==> config.mk <==
export PLATFORM = sky130hd
export DESIGN_NAME = mem_arbiter
export DESIGN_NICKNAME = d
export VERILOG_FILES = /design/src/rtl/mem_arbiter.sv
export SDC_FILE = /design/constraint.sdc
export NUM_CORES = 1
export LEC_CHECK = 0
export BUFFER_PORTS_ARGS = -buffer_cell sky130_fd_sc_hd__buf_2
export CAP_MARGIN = 10
export CORE_MARGIN = 1.5
export CORE_UTILIZATION = 35
export CTS_BUF_LIST = sky130_fd_sc_hd__clkbuf_2 sky130_fd_sc_hd__clkbuf_4 sky130_fd_sc_hd__clkbuf_8
export DETAILED_ROUTE_END_ITERATION = 10
export PLACE_DENSITY = 0.62
export SYNTH_ARGS = -nofsm -noshare
export SYNTH_HDL_FRONTEND = slang
export SYNTH_SLANG_ARGS = --single-unit
==> constraint.sdc <==
create_clock -name clk -period 4.5 [get_ports clk]
set_clock_uncertainty 0.2 [all_clocks]
set_input_delay 0.45 -clock clk [delete_from_list [all_inputs] [get_ports clk]]
set_output_delay 0.45 -clock clk [all_outputs]
set_load 0.03 [all_outputs]
==> src/rtl/mem_arbiter.sv <==
// Round-robin arbiter sharing one memory read/write channel among NUM_CONSUMERS
// requesters, one transaction in flight at a time, all outputs registered.
//
// state      | meaning
// IDLE       | scan consumers from rr_ptr, grant first pending request
// READ_WAIT  | memory read issued, waiting for mem_read_ready
// WRITE_WAIT | memory write issued, waiting for mem_write_ready
// RESPOND    | consumer ready held until its valid drops
module mem_arbiter #(
    parameter int NUM_CONSUMERS = 4,
    parameter int ADDR_BITS     = 8,
    parameter int DATA_BITS     = 16
) (
    input  logic                               clk,
    input  logic                               reset,
    input  logic [NUM_CONSUMERS-1:0]           consumer_read_valid,
    input  logic [NUM_CONSUMERS*ADDR_BITS-1:0] consumer_read_address,
    output logic [NUM_CONSUMERS-1:0]           consumer_read_ready,
    output logic [NUM_CONSUMERS*DATA_BITS-1:0] consumer_read_data,
    input  logic [NUM_CONSUMERS-1:0]           consumer_write_valid,
    input  logic [NUM_CONSUMERS*ADDR_BITS-1:0] consumer_write_address,
    input  logic [NUM_CONSUMERS*DATA_BITS-1:0] consumer_write_data,
    output logic [NUM_CONSUMERS-1:0]           consumer_write_ready,
    output logic                               mem_read_valid,
    output logic [ADDR_BITS-1:0]               mem_read_address,
    input  logic                               mem_read_ready,
    input  logic [DATA_BITS-1:0]               mem_read_data,
    output logic                               mem_write_valid,
    output logic [ADDR_BITS-1:0]               mem_write_address,
    output logic [DATA_BITS-1:0]               mem_write_data,
    input  logic                               mem_write_ready
);

    localparam int PTR_W = (NUM_CONSUMERS > 1) ? $clog2(NUM_CONSUMERS) : 1;

    typedef enum logic [1:0] {
        IDLE,
        READ_WAIT,
        WRITE_WAIT,
        RESPOND
    } state_t;

    state_t             state;
    logic [PTR_W-1:0]   rr_ptr;
    logic [PTR_W-1:0]   g;
    logic               serving_read;
    logic               scan_found;
    logic [PTR_W-1:0]   scan_idx;
    logic [PTR_W-1:0]   g_next;
    logic [NUM_CONSUMERS-1:0] pending;

    assign pending = consumer_read_valid | consumer_write_valid;
    assign g_next  = (g == PTR_W'(NUM_CONSUMERS - 1)) ? '0 : g + 1'b1;

    // Walk offsets high to low so the lowest offset from rr_ptr wins.
    always_comb begin
        int cand;
        scan_found = 1'b0;
        scan_idx   = '0;
        cand       = 0;
        for (int k = NUM_CONSUMERS - 1; k >= 0; k--) begin
            cand = int'(rr_ptr) + k;
            if (cand >= NUM_CONSUMERS) cand = cand - NUM_CONSUMERS;
            if (pending[PTR_W'(cand)]) begin
                scan_found = 1'b1;
                scan_idx   = PTR_W'(cand);
            end
        end
    end

    always_ff @(posedge clk or negedge reset) begin
        if (!reset) begin
            state                <= IDLE;
            rr_ptr               <= '0;
            g                    <= '0;
            serving_read         <= 1'b0;
            consumer_read_ready  <= '0;
            consumer_read_data   <= '0;
            consumer_write_ready <= '0;
            mem_read_valid       <= 1'b0;
            mem_read_address     <= '0;
            mem_write_valid      <= 1'b0;
            mem_write_address    <= '0;
            mem_write_data       <= '0;
        end else begin
            case (state)
                IDLE: begin
                    if (scan_found) begin
                        g <= scan_idx;
                        // Read takes precedence; a pending write gets a later grant.
                        if (consumer_read_valid[scan_idx]) begin
                            serving_read     <= 1'b1;
                            mem_read_valid   <= 1'b1;
                            mem_read_address <= consumer_read_address[scan_idx*ADDR_BITS +: ADDR_BITS];
                            state            <= READ_WAIT;
                        end else begin
                            serving_read      <= 1'b0;
                            mem_write_valid   <= 1'b1;
                            mem_write_address <= consumer_write_address[scan_idx*ADDR_BITS +: ADDR_BITS];
                            mem_write_data    <= consumer_write_data[scan_idx*DATA_BITS +: DATA_BITS];
                            state             <= WRITE_WAIT;
                        end
                    end
                end
                READ_WAIT: begin
                    if (mem_read_ready) begin
                        mem_read_valid                              <= 1'b0;
                        consumer_read_data[g*DATA_BITS +: DATA_BITS] <= mem_read_data;
                        consumer_read_ready[g]                      <= 1'b1;
                        state                                       <= RESPOND;
                    end
                end
                WRITE_WAIT: begin
                    if (mem_write_ready) begin
                        mem_write_valid         <= 1'b0;
                        consumer_write_ready[g] <= 1'b1;
                        state                   <= RESPOND;
                    end
                end
                RESPOND: begin
                    if (serving_read) begin
                        if (!consumer_read_valid[g]) begin
                            consumer_read_ready[g] <= 1'b0;
                            rr_ptr                 <= g_next;
                            state                  <= IDLE;
                        end
                    end else if (!consumer_write_valid[g]) begin
                        consumer_write_ready[g] <= 1'b0;
                        rr_ptr                  <= g_next;
                        state                   <= IDLE;
                    end
                end
                default: state <= IDLE;
            endcase
        end
    end

endmodule

## Word-level counts from Yosys, hierarchy flattened

Index checks and enable logic that the tools add are counted.

| word-level totals | value |
|---|---|
| flip-flop bits (word level) | 113 |
| input port bits | 156 |
| output and inout port bits | 106 |

| operators by class | value |
|---|---|
| $add $sub $neg | 9 |
| bitwise logic cells | 7 |
| shift-type cells | 5 |
| equality and inequality tests | 17 |
| mux-type cells | 62 |
| reduce and logical (&&, ||, !) cells | 16 |
| magnitude comparators | 11 |

Operators with widths:

| operator | number |
|---|---|
| 64-bit bitwise mux | 1 |
| 16-bit by 34-bit variable shift with 64-bit output, first input constant | 1 |
| 16-bit by 34-bit variable part select with 64-bit output | 1 |
| 32-bit by 6-bit variable part select with 8-bit output | 2 |
| 64-bit by 7-bit variable part select with 16-bit output | 1 |
| 2-bit 2-to-1 mux | 19 |
| 6-bit negator with 34-bit output | 1 |
| 4-bit 2-to-1 mux | 6 |
| 1-bit 2-to-1 mux | 23 |
| 2-bit inequality test, second input constant | 11 |
| 2-bit by 4-bit < comparator with 1-bit output, second input constant | 4 |
| 4-bit one-hot mux with 2 select lines | 2 |
| 4-bit AND reduction | 4 |
| 1-bit binary-select mux with 2-bit select | 7 |
| 4-bit bitwise OR | 3 |
| 3-bit >= comparator, second input constant | 3 |
| 3-bit AND reduction | 3 |
| 4-bit AND | 2 |
| 2-bit one-hot mux with 4 select lines | 1 |
| 2-bit nonzero test | 4 |
| 2-bit by 1-bit subtractor with 2-bit output, second input constant | 4 |
| 2-bit by 2-bit adder with 3-bit output, second input constant | 2 |
| 2-bit == test, second input constant | 3 |
| 2-bit by 3-bit < comparator with 1-bit output, second input constant | 2 |
| 14 further kinds | 17 |

## Depth between registers and ports, before layout

Gate-level depths: netlist (run 1).

| depth | value |
|---|---|
| depth in word-level cells | 15 |
| mapped depth | 9 |
| depth with buffers taken out | 8 |

## Least setup slack after synthesis (run 1)

Ideal clock, no wire load.

| path | value |
|---|---|
| kind | reg-to-reg |
| start | register g[0] |
| end | register consumer_read_data[38] |
| path buffers | 2 |
| path slack | 1.948 ns |
| clock period less this slack | 2.552 ns |
| data required time | 4.234 ns |
| arrival | 2.286 ns |
| cell stages (with the launch flop) | 8 |
| path through | dfrtp_1 -> clkbuf_1 -> inv_1 -> ha_1 -> inv_1 -> nor4_1 -> buf_2 -> a22o_1 |

| between the ends | value |
|---|---|
| longest elaborated chain between the ends | 3 |
| elaborated cells between the ends (all ways) | 4 |
| those cells by class | add/sub: 1; shift: 2; mux: 1 |

Ends and longest elaborated chain:

| item | RTL line | source |
|---|---|---|
| from (decl) | 45 | `logic [PTR_W-1:0] g;` |
| from (signal assigned) | 89 | `g <= scan_idx;` |
| 6-bit negator with 34-bit output (*) | 108 | `consumer_read_data[g*DATA_BITS +: DATA_BITS] <= mem_read_data;` |
| 16-bit by 34-bit variable part select with 64-bit output / 16-bit by 34-bit variable shift with 64-bit output (equally long branches) | 108 |  |
| 64-bit bitwise mux (*) | 108 |  |
| to (signal, indexed assignment) | 108 |  |
| to (decl) | 19 | `output logic [NUM_CONSUMERS*DATA_BITS-1:0] consumer_read_data,` |

Every way passes the cells marked *; elsewhere a longest branch is shown, timed or not.
A chain may end at the register's enable or synchronous reset.

## Final worst setup path (run 1)

| path | value |
|---|---|
| start | register g[0] |
| end | register consumer_read_data[30] |

The elaborated chain is that of the path after synthesis.

==> impl_metrics.csv, run 1 <==
group,metric,value,unit
yosys,synth-seq-cells,113,
drt,ant_nets,0,
drt,viasPerCell,5.242,
timing,final.setup.tns,0,ps
worst_hold_path,min_path_type,"in -> reg",
placed_design,dp_slack,1256,ps
timing,rsz0062_at_grt,"no",
run,drv_cap,0,
final_layout,final_common_cell,"buf_2",
clocking,cts_setup_buffers,0,
timing,period_share,67.30,%
global_routing,grt_pass1_wl,25730,um
placed_design,placement.io_buffers,261,
setup_path,cp.arrival,3180,ps
timing,whs,89.60,ps
setup_path,crit_fanout,17,
timing,final_max_slew_viol_count,0,
drt,first_pass_iters,7,
final_layout,fin_util,47.93,%
setup_path,crit_chain,"ha_1 > nand3_1 > nor4_4 > a22o_1",
setup_path,setup.worst_path.start_class,"flop",
setup_path,worst-r2r-setup-slack,1470,ps
final_layout,fillers,1521,
yosys,yosysWarnings,0,
drt,drcViolationCount,0,
timing,worst_pin_slew,1017,ps
timing,worst_slack,1471,ps
die,die_y,130.6,um
global_routing,overflow,0,
final_layout,drive_gt1_share,43.06,%
drt,vias,5289,
drt,routed_wl,16950,um
timing,setup_violations,0,
clocking,cts_root_buf,"clkbuf_8",
timing,fmax,0.3302,GHz
yosys,syn_avg_cell_area,10.77,um^2
clocking,clk_pin_slew_worst_paths,80,ps
yosys,synth.distinct_cells,45,
clocking,cts.sinks,113,
clocking,clk_latency,420,ps
yosys,synth_ff_type,"dfrtp_1",
pwr,power.density,748.8,nW/um^2
clocking,cts_tree,"yes",
final_layout,layout_common_cells,"260 x buf_2, 115 x nand2_1, 113 x dfrtp_1",
yosys,yosysSeqAreaShare,49.65,%
final_layout,layout.cells.non_filler,1009,
global_routing,gr-usage-all-layers,19.57,%
die,core_area,15890,um^2
drt,wl_per_cell,16.80,um
drt,drtIter0Drc,208,
yosys,synth_nets,695,
setup_path,slowest_stage,"nor4_4",
setup_path,max_stage_delay,990,ps
die,dieArea,17050,um^2
setup_path,cp-end-kind,"flop",
yosys,synth_area,5695,um^2
die,die_w,130.6,um
die,rows,46,
timing,hold_viol_final,0,
yosys,synth_edf_count,0,
final_layout,seq_area,2828,um^2
final_layout,final_nets,945,
setup_path,required,4660,ps
status,status,"completed",
die,io_pins,262,
final_layout,multi_input_area,2693,um^2
clocking,h-tree-depth,4,
die,initial_core_util,35.85,%
pwr,p_leak,3.942,nW
yosys,async_flop_share,100.0,%
placed_design,place_congestion,0.8568,
pwr,irDropWorstVdd,0.2891,mV
global_routing,antenna_found_initial,1,
setup_path,critical_path_class,"reg -> reg",
placed_design,placedCellCount,975,
yosys,syn-instance-count,529,
clocking,cts_buffers,17,
final_layout,area_delta_synth_final,33.68,%
timing,relSlewSlack,31.94,%
global_routing,grt_max_degree,82,
clocking,clockBufferDepth,2,
placed_design,hpwl,12600,um
timing,fin_crit,3029,ps
global_routing,grt_pass1_vias,5052,
==> power by group <==
part | switching (mW) | internal [mW] | total [mW]
clock | 0.423 | 0.528 | 0.950
combinational | 1.92 | 1.15 | 3.07
sequential | 0.267 | 1.42 | 1.68
total | 2.61 | 3.09 | 5.70
==> sequential cells by signal, indices dropped and copies added, names as in the netlist, named ones only <==
register            count
mem_read_valid          1
serving_read            1
consumer_read_data     64
rr_ptr                  2
mem_read_address        8
mem_write_address       8
state                   2
g                       2
mem_write_valid         1
mem_write_data         16
==> final cells by class <==
cell class,instances,share of cell area (%)
well taps,216,3.550
clock buffers,20,3.533
clock inverters,12,1.775
multi-input cells,366,35.37
flip-flops and latches,113,37.14
repair buffers,269,18.01
inverters,12,0.5916
diodes,1,0.03287
==> per-stage QoR <==
stage	instance area [um^2]	power, mW
3_3_place_gp	7197	4.671
4_1_cts	7611	5.758
3_5_place_dp	7197	4.776
2_1_floorplan	5695	3.906
6_report	7614	5.701
5_1_grt	7611	6.085
==> cell usage after synthesis, types with 3 or more instances <==
cell type / instances / area (um^2)
inv_1: 12 / 45.04
buf_2: 19 / 95.09
o21ai_0: 5 / 25.02
a21oi_1: 36 / 180.2
a32oi_1: 32 / 280.3
mux4_2: 4 / 90.09
mux2_2: 4 / 45.04
nand2b_1: 3 / 18.77
nor2_1: 8 / 30.03
nand3_1: 8 / 40.04
or2_1: 6 / 37.54
o21ai_1: 5 / 25.02
a22o_1: 65 / 569.3
mux2_1: 14 / 157.7
dfrtp_1: 113 / 2828
nand2_1: 115 / 431.7
ha_1: 10 / 125.1
mux2_4: 20 / 300.3
clkbuf_1: 16 / 60.06
==> what timing repair did <==
item                                   in CTS  in global routing
endpoints found under the hold margin      48                  0
hold buffers                                1                  0
resized for setup                           0                  0
==> worst paths after layout <==
path | end | depth (start not counted) | startpoint
setup / recovery | consumer_read_data[30] | 4 | g[0]
min in group asynchronous | consumer_read_data[19] | 2 | reset
setup reg to reg | consumer_read_data[30] | 4 | g[0]
hold reg to reg | flop | 1 | flop
max in group asynchronous | async pin | 3 | reset
hold / removal | consumer_read_data[40] | 2 | mem_read_data[8]
==> per-layer routing <==
metal | track usage, % | vias to the layer above | part of all wire [%]
met1 | 23.65 | 2523 | 42
met5 | 0 | - | 0
li1 | - | 2453 | -
met4 | 9.825 | 0 | 2.9
met2 | 32.63 | 272 | 48
met3 | 4.805 | 41 | 6.9
==> cell families (layout without fill, tap and decap cells) <==
| group | Yosys count | in the layout | share of synthesized area [%] |
|---|---|---|---|
| muxes | 43 | 43 | 10.81 |
| other | 0 | 1 | 0 |
| adders and majority gates | 10 | 10 | 2.197 |
| and+or+nand+nor | 149 | 149 | 11.36 |
| AOI/OAI and AO/OA | 164 | 164 | 22.01 |
| buffers and inverters | 50 | 313 | 3.976 |
| DFF | 113 | 113 | 49.65 |
==> worst max-delay path: cells and delay by family (launching register included) <==
kind                     cells  cell delay [ps]
AO/OA/AOI/OAI                1              250
adder cells (fa/ha/maj)      1              270
flip-flops                   1              630
AND/OR/NAND/NOR              2             1600
Note: power is estimated with default switching activity, not from simulation.
==> run 2, diff against run 1 <==
--- a/config.mk
+++ b/config.mk
@@ -11,7 +11,7 @@
 export CORE_UTILIZATION = 35
 export CTS_BUF_LIST = sky130_fd_sc_hd__clkbuf_2 sky130_fd_sc_hd__clkbuf_4 sky130_fd_sc_hd__clkbuf_8
 export DETAILED_ROUTE_END_ITERATION = 10
-export PLACE_DENSITY = 0.62
+export PLACE_DENSITY = 0.64
 export SYNTH_ARGS = -nofsm -noshare
 export SYNTH_HDL_FRONTEND = slang
 export SYNTH_SLANG_ARGS = --single-unit
==> constraint.sdc (replaced) <==
create_clock -name clk -period 2.65 [get_ports clk]
set_clock_uncertainty 0.2 [all_clocks]
set_input_delay 0.265 -clock clk [delete_from_list [all_inputs] [get_ports clk]]
set_output_delay 0.265 -clock clk [all_outputs]
set_load 0.03 [all_outputs]
==> run 2 against run 1 <==
Setup slack lost 1300 ps. Non-clock buffer count grew 32. Combinational power grew 76%. Sequential power grew 68%. Design area grew 4.6%. Final cell count grew 3.1%. Worst hold slack lost 58 ps. Register-to-register slack lost 1300 ps. Critical path depth grew 3. Global-route usage grew 0.20 points. Critical endpoint is now mem_write_data[3].
==> impl_metrics.csv, run 2 (synthesis gave the netlist of run 1 again) <==
group,metric,value,unit
pwr,power.density,1249,nW/um^2
timing,fin_crit,2443,ps
final_layout,layout_common_cells,"260 x buf_2, 115 x nand2_1, 113 x dfrtp_1",
pwr,irDropWorstVdd,0.4171,mV
placed_design,hpwl,12080,um
drt,wl_per_cell,16.33,um
global_routing,gr-usage-all-layers,19.76,%
final_layout,area_delta_synth_final,39.81,%
clocking,cts_tree,"yes",
clocking,h-tree-depth,4,
die,io_pins,262,
final_layout,final_common_cell,"buf_2",
clocking,cts_buffers,17,
status,status,"completed",
drt,vias,5356,
die,initial_core_util,35.85,%
setup_path,crit_path_start,"rr_ptr[1]",
final_layout,drive_gt1_share,43.33,%
global_routing,grt_max_degree,66,
worst_hold_path,min_path_type,"in -> reg",
clocking,cts.sinks,113,
clocking,cts_resized,0,
global_routing,grt_pass1_vias,4972,
setup_path,rr_worst_depth,7,
clocking,clockBufferDepth,2,
timing,period_share,92.20,%
die,die_y,130.6,um
clocking,clk_latency,430,ps
drt,drtIter0Drc,206,
setup_path,slowest_stage,"dfrtp_1",
global_routing,antenna_found_initial,0,
timing,hold_viol_final,0,
clocking,postCtsHoldBufs,17,
placed_design,place_area,7366,um^2
setup_path,critical_path_class,"reg -> reg",
setup_path,crit_fanout,24,
setup_path,crit_chain,"o21ai_0 > a311oi_2 > o211ai_1 > mux2i_4 > nand3_4 > buf_12 > mux2_1",
clocking,cts_setup_buffers,0,
setup_path,cp.arrival,2560,ps
run,drv_cap,0,
timing,final_max_slew_viol_count,0,
timing,final.setup.tns,0,ps
worst_hold_path,min_from,"consumer_read_address[4]",
drt,drcViolationCount,0,
final_layout,n_antenna_cell,0,
setup_path,rr_startpoint,"rr_ptr[1]",
setup_path,setup.worst_path.start_class,"flop",
placed_design,placement.io_buffers,261,
timing,relSlewSlack,58.88,%
die,die_w,130.6,um
final_layout,final_nets,977,
clocking,clk_pin_slew_worst_paths,80,ps
setup_path,required,2760,ps
timing,worst_pin_slew,616.8,ps
final_layout,fin_util,50.13,%
timing,setup_violations,0,
worst_hold_path,holdPathStages,4,
drt,ant_nets,0,
global_routing,overflow,0,
drt,routed_wl,16990,um
clocking,cts_root_buf,"clkbuf_8",
global_routing,grt_pass1_wl,25750,um
final_layout,fin_area,7963,um^2
die,dieArea,17050,um^2
placed_design,place_congestion,0.8610,
pwr,p_leak,4.116,nW
final_layout,regMostFlops,"consumer_read_data",
setup_path,cp-end-kind,"flop",
drt,viasPerCell,5.150,
drt,first_pass_iters,4,
timing,fmax,0.4093,GHz
final_layout,largest_reg_flops,64,
die,core_area,15890,um^2
die,rows,46,
timing,rsz0062_at_grt,"no",
final_layout,reg_top3,"consumer_read_data (64), mem_write_data (16)",
setup_path,max_stage_delay,510,ps
-- run 2: cell types whose count changed in the layout (fill, tap and decap cells not counted), sizes merged --
| cell | before | now |
|---|---|---|
| inv | 12 | 15 |
| diode | 1 | 0 |
| clkinvlp | 4 | 3 |
| clkinv | 6 | 5 |
| buf | 268 | 284 |
| bufinv | 2 | 3 |
| dlygate4sd3 | 1 | 17 |
| clkbuf | 20 | 18 |
-- run 2: per-layer routing --
layer	track usage (%)	wire, um	vias to the layer above
met3	4.316	1025	23
met1	24.83	7375	2585
met5	0	0	-
met4	7.628	289	0
li1	-	-	2520
met2	33.34	8294	228
-- run 2: power breakdown --
group	leakage, nW	switching [mW]	internal [mW]
logic	2.45	3.29	2.11
registers	1.46	0.427	2.40
clock network	0.206	0.754	0.966
-- run 2: path summary, 6_finish.rpt --
check,to,slack (ps)
min in group asynchronous,consumer_read_data[5],200
setup / recovery,mem_write_data[3],210
max in group asynchronous,mem_write_data[10],1350
hold reg to reg,flop,290
hold / removal,mem_read_address[4],30
setup reg to reg,mem_write_data[3],210
-- run 2: area by class of cell --
class,count,area (um^2)
clock buffer,18,247.7
clock inverter,14,178.9
fill,1490,7923
inverter,12,45.04
multi-input combinational,366,2666
sequential,113,2828
tap,216,270.3
timing repair buffer,301,1727
-- run 2: critical path, delay by kind of cell (launching register included) --
kind	cells	cell delay (ps)
AOI/OAI and AO/OA	3	740
DFF	1	510
muxes	2	560
and+or+nand+nor	1	100
buffers and inverters	1	190
-- run 2: metrics by stage --
| step | hold slack, ps | instances | setup slack, ps | power (mW) |
|---|---|---|---|---|
| floorplan | -230.6 | 529 | 97.80 | 6.633 |
| global placement | 124.1 | 991 | 170.7 | 8.203 |
| detailed placement | 122.5 | 991 | 139.6 | 8.283 |
| CTS | 2.831 | 1040 | 218.1 | 10.07 |
| global route | 28.88 | 1040 | 42.66 | 10.62 |
| finish | 31.83 | 1040 | 206.7 | 9.944 |
==> run 3, diff against run 2 <==
--- a/config.mk
+++ b/config.mk
@@ -11,7 +11,7 @@
 export CORE_UTILIZATION = 35
 export CTS_BUF_LIST = sky130_fd_sc_hd__clkbuf_2 sky130_fd_sc_hd__clkbuf_4 sky130_fd_sc_hd__clkbuf_8
 export DETAILED_ROUTE_END_ITERATION = 10
-export PLACE_DENSITY = 0.64
+export PLACE_DENSITY_LB_ADDON = 0.15
 export SYNTH_ARGS = -nofsm -noshare
 export SYNTH_HDL_FRONTEND = slang
 export SYNTH_SLANG_ARGS = --single-unit
==> run 3 against run 2 <==
Wire length increased by 11%. Design area is 0.55% lower. Count of clock-buffer cells in the layout down 1. Fmax increased by 1.2%. Sequential power is essentially flat. Setup slack improved by 29 ps. Critical path type unchanged. Critical endpoint is now mem_write_data[1]. Largest power group unchanged.
==> impl_metrics.csv, run 3 (synthesis gave the netlist of run 1 again) <==
group,metric,value,unit
timing,hold_viol_final,0,
setup_path,setup.worst_path.start_class,"flop",
setup_path,critical_path_class,"reg -> reg",
setup_path,critPathCapture,"mem_write_data[1]",
setup_path,rr_startpoint,"rr_ptr[0]",
setup_path,crit_fanout,24,
setup_path,slowest_stage,"dfrtp_1",
placed_design,place_congestion,0.8868,
timing,whs,42.20,ps
setup_path,max_stage_delay,420,ps
timing,relSlewSlack,56.09,%
status,status,"completed",
timing,worst_pin_slew,657.2,ps
clocking,cts_setup_buffers,0,
setup_path,cp-end-kind,"flop",
timing,rsz0062_at_grt,"no",
clocking,cts_buffers,17,
timing,setup_violations,0,
pwr,power,9.815,mW
run,drv_cap,0,
setup_path,reg2reg_to,"mem_write_data[1]",
drt,drcViolationCount,0,
placed_design,place_area,7385,um^2
die,die_w,130.6,um
drt,vias,5410,
pwr,power.density,1239,nW/um^2
worst_hold_path,min_path_type,"in -> reg",
die,die_y,130.6,um
final_layout,largest_reg_flops,64,
setup_path,required,2770,ps
final_layout,reg_top3,"consumer_read_data (64), mem_write_data (16)",
placed_design,placement.io_buffers,261,
clocking,cts_tree,"yes",
drt,wl_per_cell,18.07,um
placed_design,hpwl,13940,um
clocking,h-tree-depth,4,
setup_path,path_depth,7,
die,initial_core_util,35.85,%
setup_path,crit_path_start,"rr_ptr[0]",
global_routing,grt_pass1_vias,5533,
clocking,clk_latency,430,ps
clocking,cts.sinks,113,
die,core_area,15890,um^2
setup_path,cp.arrival,2530,ps
setup_path,worst-r2r-setup-slack,240,ps
timing,fmax,0.4142,GHz
drt,first_pass_iters,5,
global_routing,grt_pass1_wl,28840,um
clocking,cts_resized,0,
global_routing,grt_max_degree,65,
setup_path,crit_buf_inv,1,
timing,final_max_slew_viol_count,0,
pwr,p_leak,4.095,nW
final_layout,final_nets,976,
setup_path,critPathTopFamily,"compound AO/OA/AOI/OAI gates",
timing,period_share,91.11,%
global_routing,overflow,0,
drt,drtIter0Drc,248,
final_layout,seq_area,2828,um^2
final_layout,area_delta_synth_final,39.04,%
clocking,clk_pin_slew_worst_paths,80,ps
drt,viasPerCell,5.202,
final_layout,layout_common_cells,"260 x buf_2, 115 x nand2_1, 113 x dfrtp_1",
final_layout,regMostFlops,"consumer_read_data",
drt,routed_wl,18790,um
final_layout,final_common_cell,"buf_2",
global_routing,gr-usage-all-layers,22.20,%
final_layout,multi_input_area,2693,um^2
timing,fin_crit,2415,ps
global_routing,antenna_found_initial,1,
final_layout,fin_area,7919,um^2
setup_path,rr_worst_depth,7,
drt,ant_nets,0,
die,io_pins,262,
setup_path,crit_chain,"o21ba_2 > a211oi_1 > o21a_2 > mux2i_4 > nand3_4 > buf_12 > mux2_1",
clocking,cts_root_buf,"clkbuf_8",
die,dieArea,17050,um^2
clocking,clockBufferDepth,2,
timing,final.setup.tns,0,ps
final_layout,drive_gt1_share,43.26,%
die,rows,46,
final_layout,fillers,1525,
pwr,irDropWorstVdd,0.5500,mV
## run 3: changes by cell type in the layout (fill, tap and decap cells not counted), sizes merged
cell and change:
bufinv -3, inv +3, buf -1, clkbuf -1, clkinv +1, diode +1
## run 3: area by class of cell
| type | instances | area share, % |
|---|---|---|
| multi-input cells | 366 | 34.00 |
| clock inverters | 15 | 1.612 |
| flip-flops and latches | 113 | 35.71 |
| inverters | 12 | 0.5688 |
| diodes | 1 | 0.03160 |
| well taps | 216 | 3.413 |
| repair buffers | 300 | 21.71 |
| clock buffers | 17 | 2.955 |
## run 3: per-layer routing
metal	global-route usage, %	wire, um
met1	25.56	7567
met4	7.757	377
met5	0	0
met2	39.13	9590
met3	6.800	1257
## run 3: worst min path at each step
| stage | from | cells past startpoint | to | slack [ps] |
|---|---|---|---|---|
| 2_1_floorplan | reset | 0 | async pin | -230 |
| 3_3_place_gp | reset | 1 | consumer_read_data[34] | 100 |
| 3_5_place_dp | reset | 1 | consumer_read_data[18] | 110 |
| 4_1_cts | consumer_read_address[5] | 4 | mem_read_address[5] | 20 |
| 5_1_grt | consumer_write_data[9] | 4 | mem_write_data[9] | 50 |
| 6_report | consumer_read_address[5] | 4 | mem_read_address[5] | 40 |
## run 3: report_power, final
part | total [mW] | switching, mW | internal (mW)
Clock | 1.49 | 0.815 | 0.672
Sequential | 2.81 | 0.411 | 2.40
Combinational | 5.51 | 3.38 | 2.13
Total | 9.81 | 4.61 | 5.20
## run 3: repair_timing
action | CTS | global route
hold endpoints to repair | 109 | 0
hold buffers | 17 | 0
endpoints found under the setup margin | 0 | 0
## run 3: stage by stage
stage	setup WS, ps	utilization, %	std cells
2_1_floorplan	97.80	-	529
3_3_place_gp	182.1	46.49	990
3_5_place_dp	139.8	46.49	990
4_1_cts	219.4	49.83	1039
5_1_grt	83.76	49.85	1040
6_report	235.5	49.85	1040
## run 3: tightest hold or removal path, delay by kind of cell
kind,cells,cell delay (ps)
simple gates,1,40
mux,1,130
compound gates,1,120
buf+inv,1,80
